$ cat src/rtl/elevator_ctrl.sv
// N-floor elevator controller: latches calls, serves the current direction first,
// times travel and door dwell, and holds an emergency latch until reset.
module elevator_ctrl #(
    parameter int unsigned NUM_FLOORS    = 3,
    parameter int unsigned FLOOR_W       = 4,
    parameter int unsigned TRAVEL_CYCLES = 4,
    parameter int unsigned DOOR_CYCLES   = 3
) (
    input  logic                  clk,
    input  logic                  reset,
    input  logic                  emerg_in,
    input  logic [NUM_FLOORS-1:0] req,
    output logic                  emerg_out,
    output logic [FLOOR_W-1:0]    cur_floor,
    output logic [FLOOR_W-1:0]    next_floor,
    output logic [NUM_FLOORS-1:0] pending,
    output logic                  dir_up,
    output logic                  moving,
    output logic                  door_open
);

    localparam int unsigned T_MAX = (TRAVEL_CYCLES > DOOR_CYCLES) ? TRAVEL_CYCLES : DOOR_CYCLES;
    localparam int unsigned TMR_W = (T_MAX > 1) ? $clog2(T_MAX) : 1;

    typedef enum logic [1:0] {S_IDLE, S_MOVE, S_DOOR, S_EMERG} state_t;

    state_t                r_state, w_state_n;
    logic [TMR_W-1:0]      r_timer, w_timer_n;
    logic [FLOOR_W-1:0]    r_cur, w_cur_n;
    logic [FLOOR_W-1:0]    r_next, w_next_n;
    logic [NUM_FLOORS-1:0] r_pend, w_pend_n;
    logic                  r_dir, w_dir_n;
    logic                  r_emerg, w_emerg_n;
    logic                  r_moving, r_door;

    logic [NUM_FLOORS-1:0] w_here, w_above, w_below, w_clr;
    logic                  w_pend_here, w_any_above, w_any_below;

    // Floor masks relative to the car position.
    always_comb begin
        w_here  = '0;
        w_above = '0;
        w_below = '0;
        for (int unsigned i = 0; i < NUM_FLOORS; i++) begin
            w_here[i]  = (FLOOR_W'(i) == r_cur);
            w_above[i] = (FLOOR_W'(i) >  r_cur);
            w_below[i] = (FLOOR_W'(i) <  r_cur);
        end
        w_pend_here = |(r_pend & w_here);
        w_any_above = |(r_pend & w_above);
        w_any_below = |(r_pend & w_below);
    end

    // Next-state and scheduling decisions.
    always_comb begin
        w_state_n = r_state;
        w_timer_n = r_timer;
        w_cur_n   = r_cur;
        w_next_n  = r_next;
        w_dir_n   = r_dir;
        w_emerg_n = r_emerg;
        w_pend_n  = r_pend;
        w_clr     = '0;

        if (r_state != S_EMERG && emerg_in) begin
            w_state_n = S_EMERG;
            w_emerg_n = 1'b1;
            w_next_n  = r_cur;
            w_pend_n  = '0;
        end else if (r_state != S_EMERG) begin
            case (r_state)
                S_IDLE: begin
                    if (w_pend_here) begin
                        w_state_n = S_DOOR;
                        w_timer_n = TMR_W'(DOOR_CYCLES - 1);
                        w_clr     = w_here;
                    end else if (r_dir ? w_any_above : w_any_below) begin
                        w_state_n = S_MOVE;
                        w_timer_n = TMR_W'(TRAVEL_CYCLES - 1);
                        w_next_n  = r_dir ? r_cur + FLOOR_W'(1) : r_cur - FLOOR_W'(1);
                    end else if (r_dir ? w_any_below : w_any_above) begin
                        w_state_n = S_MOVE;
                        w_timer_n = TMR_W'(TRAVEL_CYCLES - 1);
                        w_next_n  = r_dir ? r_cur - FLOOR_W'(1) : r_cur + FLOOR_W'(1);
                        w_dir_n   = ~r_dir;
                    end
                end
                S_MOVE: begin
                    if (r_timer == '0) begin
                        w_cur_n   = r_next;
                        w_state_n = S_IDLE;
                    end else begin
                        w_timer_n = r_timer - TMR_W'(1);
                    end
                end
                S_DOOR: begin
                    w_clr = w_here;
                    if (r_timer == '0) begin
                        w_state_n = S_IDLE;
                    end else begin
                        w_timer_n = r_timer - TMR_W'(1);
                    end
                end
                default: w_state_n = r_state;
            endcase
            w_pend_n = (r_pend | req) & ~w_clr;
        end
    end

    always_ff @(posedge clk or posedge reset) begin
        if (reset) begin
            r_state  <= S_IDLE;
            r_timer  <= '0;
            r_cur    <= '0;
            r_next   <= '0;
            r_pend   <= '0;
            r_dir    <= 1'b1;
            r_emerg  <= 1'b0;
            r_moving <= 1'b0;
            r_door   <= 1'b0;
        end else begin
            r_state  <= w_state_n;
            r_timer  <= w_timer_n;
            r_cur    <= w_cur_n;
            r_next   <= w_next_n;
            r_pend   <= w_pend_n;
            r_dir    <= w_dir_n;
            r_emerg  <= w_emerg_n;
            r_moving <= (w_state_n == S_MOVE);
            r_door   <= (w_state_n == S_DOOR);
        end
    end

    assign emerg_out  = r_emerg;
    assign cur_floor  = r_cur;
    assign next_floor = r_next;
    assign pending    = r_pend;
    assign dir_up     = r_dir;
    assign moving     = r_moving;
    assign door_open  = r_door;

endmodule

$ cat config.mk
export PLATFORM = sky130hd
export DESIGN_NAME = elevator_ctrl
export DESIGN_NICKNAME = d
export VERILOG_FILES = /design/src/rtl/elevator_ctrl.sv
export SDC_FILE = /design/constraint.sdc
export NUM_CORES = 1
export LEC_CHECK = 0
export CORE_ASPECT_RATIO = 1.75
export CORE_MARGIN = 2
export CORE_UTILIZATION = 55
export CTS_BUF_LIST = sky130_fd_sc_hd__clkbuf_8
export DETAILED_ROUTE_END_ITERATION = 7
export PLACE_DENSITY = 0.86
export SLEW_MARGIN = 40
export SYNTH_ARGS = -nofsm -noshare
export SYNTH_HDL_FRONTEND = slang
export SYNTH_SLANG_ARGS = --single-unit
$ cat constraint.sdc
create_clock -name clk -period 3.38 [get_ports clk]
set_clock_uncertainty 0.1 [all_clocks]
set_input_delay 0.507 -clock clk [delete_from_list [all_inputs] [get_ports clk]]
set_output_delay 0.507 -clock clk [all_outputs]
set_load 0.05 [all_outputs]
==> flow_summary.toml <==
[cells_and_area]
multiInputGateArea_um2 = 807
areaGrowthSynthToFinish_pct = 19.4
final_nets = 188
nFillCells = 189
finalNonFillerCells = 196
diodes = 0
seqCellArea_um2 = 477
final_layout_size_suffix_gt1_frac = 0.0936

[worst_hold_path]
worstHoldStart = "emerg_out$_DFFE_PP0P_"
min_path_type = "flip-flop to flip-flop"

[worst_setup_path]
rr_startpoint = "cur_floor[0]$_DFFE_PP0P_"
startpoint = "cur_floor[0]$_DFFE_PP0P_"
crit_type = "flip-flop to flip-flop"
cp.arrival_ns = 2.70
path_cells = "inv_1 > ha_1 > or4b_2 > a22oi_4 > a2111o_1 > o211ai_1 > nor3_1"
startpoint_type = "flip-flop"
cp-end-kind = "flip-flop"
cp_slowest_stage_delay_ns = 0.66
path_max_fanout = 8
critPathRequiredTime_ns = 3.46
cp_slowest_cell = "or4b_2"

[global_routing]
grt-ovfl-total = 0
antenna_found_initial = 0
grt_max_degree = 20
grt_usage = 0.281
grt_pass1_wl_um = 5760
grt_pass1_vias = 1261

[routing]
finalWirelength_um = 3360
vias = 1285
drcViolationCount = 0
wl_per_cell_um = 17.2
drtIter0Drc = 104
first_pass_iters = 4
postRouteAntennaNets = 0
vias_per_cell = 6.56

[synthesis]
ys_async_sr_fraction = 1.00
synth_area_leaders = "dfrtp_1, ha_1, o21ai_0"
yosysTopAreaCellShare = 0.335
synth.ff_latch_count = 19
synth_cell_types = 43
synth_cells = 152
yosys-top-cells-count = "dfrtp_1, o21ai_0, a21oi_1, ha_1, inv_1"
post-synth-top-count-cell = "dfrtp_1"
yosysTopAreaCell = "dfrtp_1"
synth_nets = 168
ys_seq_area_frac = 0.354
avgSynthCellArea_um2 = 8.85
netlist_area_um2 = 1350
synth-edff-count = 0
synth_warnings = 0
synthFlopType = "dfrtp_1"

[floorplanning]
pin_count = 21
core-area_um2 = 2300
fp-row-count = 23
die_y_um = 69.4
die-area_um2 = 2870
start_util = 0.584
dieWidth_um = 41.4

[cts]
h-tree-depth = 1
cts_root_buf = "clkbuf_8"
post_cts_resize_count = 0
clk_pin_slew_ns = 0.07
hold_buffers = 0
cts_buffer_depth = 2
cts.sinks = 19
cts_setup_buffers = 0
numCtsBuffers = 3
cts_tree = "built"
clock_latency_ns = 0.26

[sta]
maxSlewViolCount = 0
fmax_ghz = 0.382
relSlewSlack = 0.644
grt_setup_unrepaired = "no"
final-setup-viol-count = 0
finalHoldViolations = 0
fin_ws_ns = 0.764
period_share = 0.774
min_period_ns = 2.62
worstMarginPinSlew_ns = 0.532
finalSetupTns_ns = 0

[place]
numPortBuffers = 20
pre_cts_slack_ns = 0.794
globalplace.congestion = 0.907
dp.cells = 192
hpwl_um = 2580

[run]
drv_cap = 0

[power_and_ir_drop]
cellPowerDensity_nw_per_um2 = 276
power.total_mw = 0.444
ir_drop_mv = 0.283
leakage_nw = 0.648

[outcome]
outcome = "finished, final reports clean"
state kept, by name, summed over array words and instances, names as in the netlist:
signal,cells
next_floor,4
door_open,1
dir_up,1
r_state,2
r_timer,2
moving,1
cur_floor,4
emerg_out,1
pending,3
through the flow:
step,cell area (um2),util,hold slack [ns]
after floorplan,1350,-,0.349
after global placement,1560,0.678,0.352
after detailed placement,1560,0.678,0.355
after CTS,1610,0.698,0.372
after global routing,1610,0.698,0.399
final,1610,0.698,0.365
cells by family (layout without fill, tap and decap cells):
family | count (synthesis) | count (layout) | share of synthesized area
buffers and inverters | 16 | 35 | 0.0456
multiplexers | 1 | 1 | 0.00837
flip-flops | 19 | 19 | 0.354
AO/OA/AOI/OAI | 53 | 53 | 0.279
AND/OR/NAND/NOR | 52 | 52 | 0.213
adder cells (fa/ha/maj) | 10 | 10 | 0.0930
XOR/XNOR | 1 | 1 | 0.00651
layout by cell type (no fill, tap or decap), types with 2 or more instances in the layout:
master,count
ha_1,10
o31ai_1,3
clkdlybuf4s50_1,20
nor2_1,8
nand2b_1,2
a31oi_1,2
clkbuf_8,3
or3b_2,2
nor2b_1,7
o21ai_0,13
or3_1,2
nor3_1,7
o211ai_1,7
nand4_1,2
inv_1,9
a311o_1,2
nor4_1,2
nand2_1,8
dfrtp_1,18
and3_1,3
nand3_1,3
a21oi_1,10
o21a_1,5
worst max-delay path, delay by kind of cell, from the launching register on:
kind | cells | cell delay, ns
buf+inv | 1 | 0.16
simple gates | 2 | 0.87
compound gates | 3 | 0.65
flops | 1 | 0.46
fa+ha+maj | 1 | 0.30
metal layers:
layer | up-vias | part of all wire | GRT usage
met5 | - | 0 | 0
met4 | 0 | 0.046 | 0.118
met3 | 18 | 0.063 | 0.0577
met2 | 64 | 0.54 | 0.450
met1 | 596 | 0.35 | 0.343
li1 | 607 | - | -
power breakdown:
group          switching, mW  internal, mW  leakage [nW]
registers            0.00460         0.230         0.217
logic                 0.0277        0.0178         0.405
clock network         0.0814        0.0821        0.0255
total                  0.114         0.330         0.648
worst paths after layout:
kind | end | slack [ns] | depth (start not counted)
max in group asynchronous | dir_up$_DFFE_PP1P_ | 2.40 | 2
min in group asynchronous | emerg_out$_DFFE_PP0P_ | 0.45 | 2
worst max-delay path | door_open$_DFF_PP0_ | 0.76 | 7
worst min register to register | emerg_out$_DFFE_PP0P_ | 0.37 | 1
worst max register to register | door_open$_DFF_PP0_ | 0.76 | 7
worst min-delay path | emerg_out$_DFFE_PP0P_ | 0.37 | 1
cell type report:
class	instances	share of cell area
inverter	10	0.0234
multi-input combinational	117	0.502
sequential	19	0.297
clock buffer	3	0.0257
timing repair buffer	21	0.129
tap	25	0.0195
clock inverter	1	0.00312
Note: power is estimated with default switching activity, not from simulation.
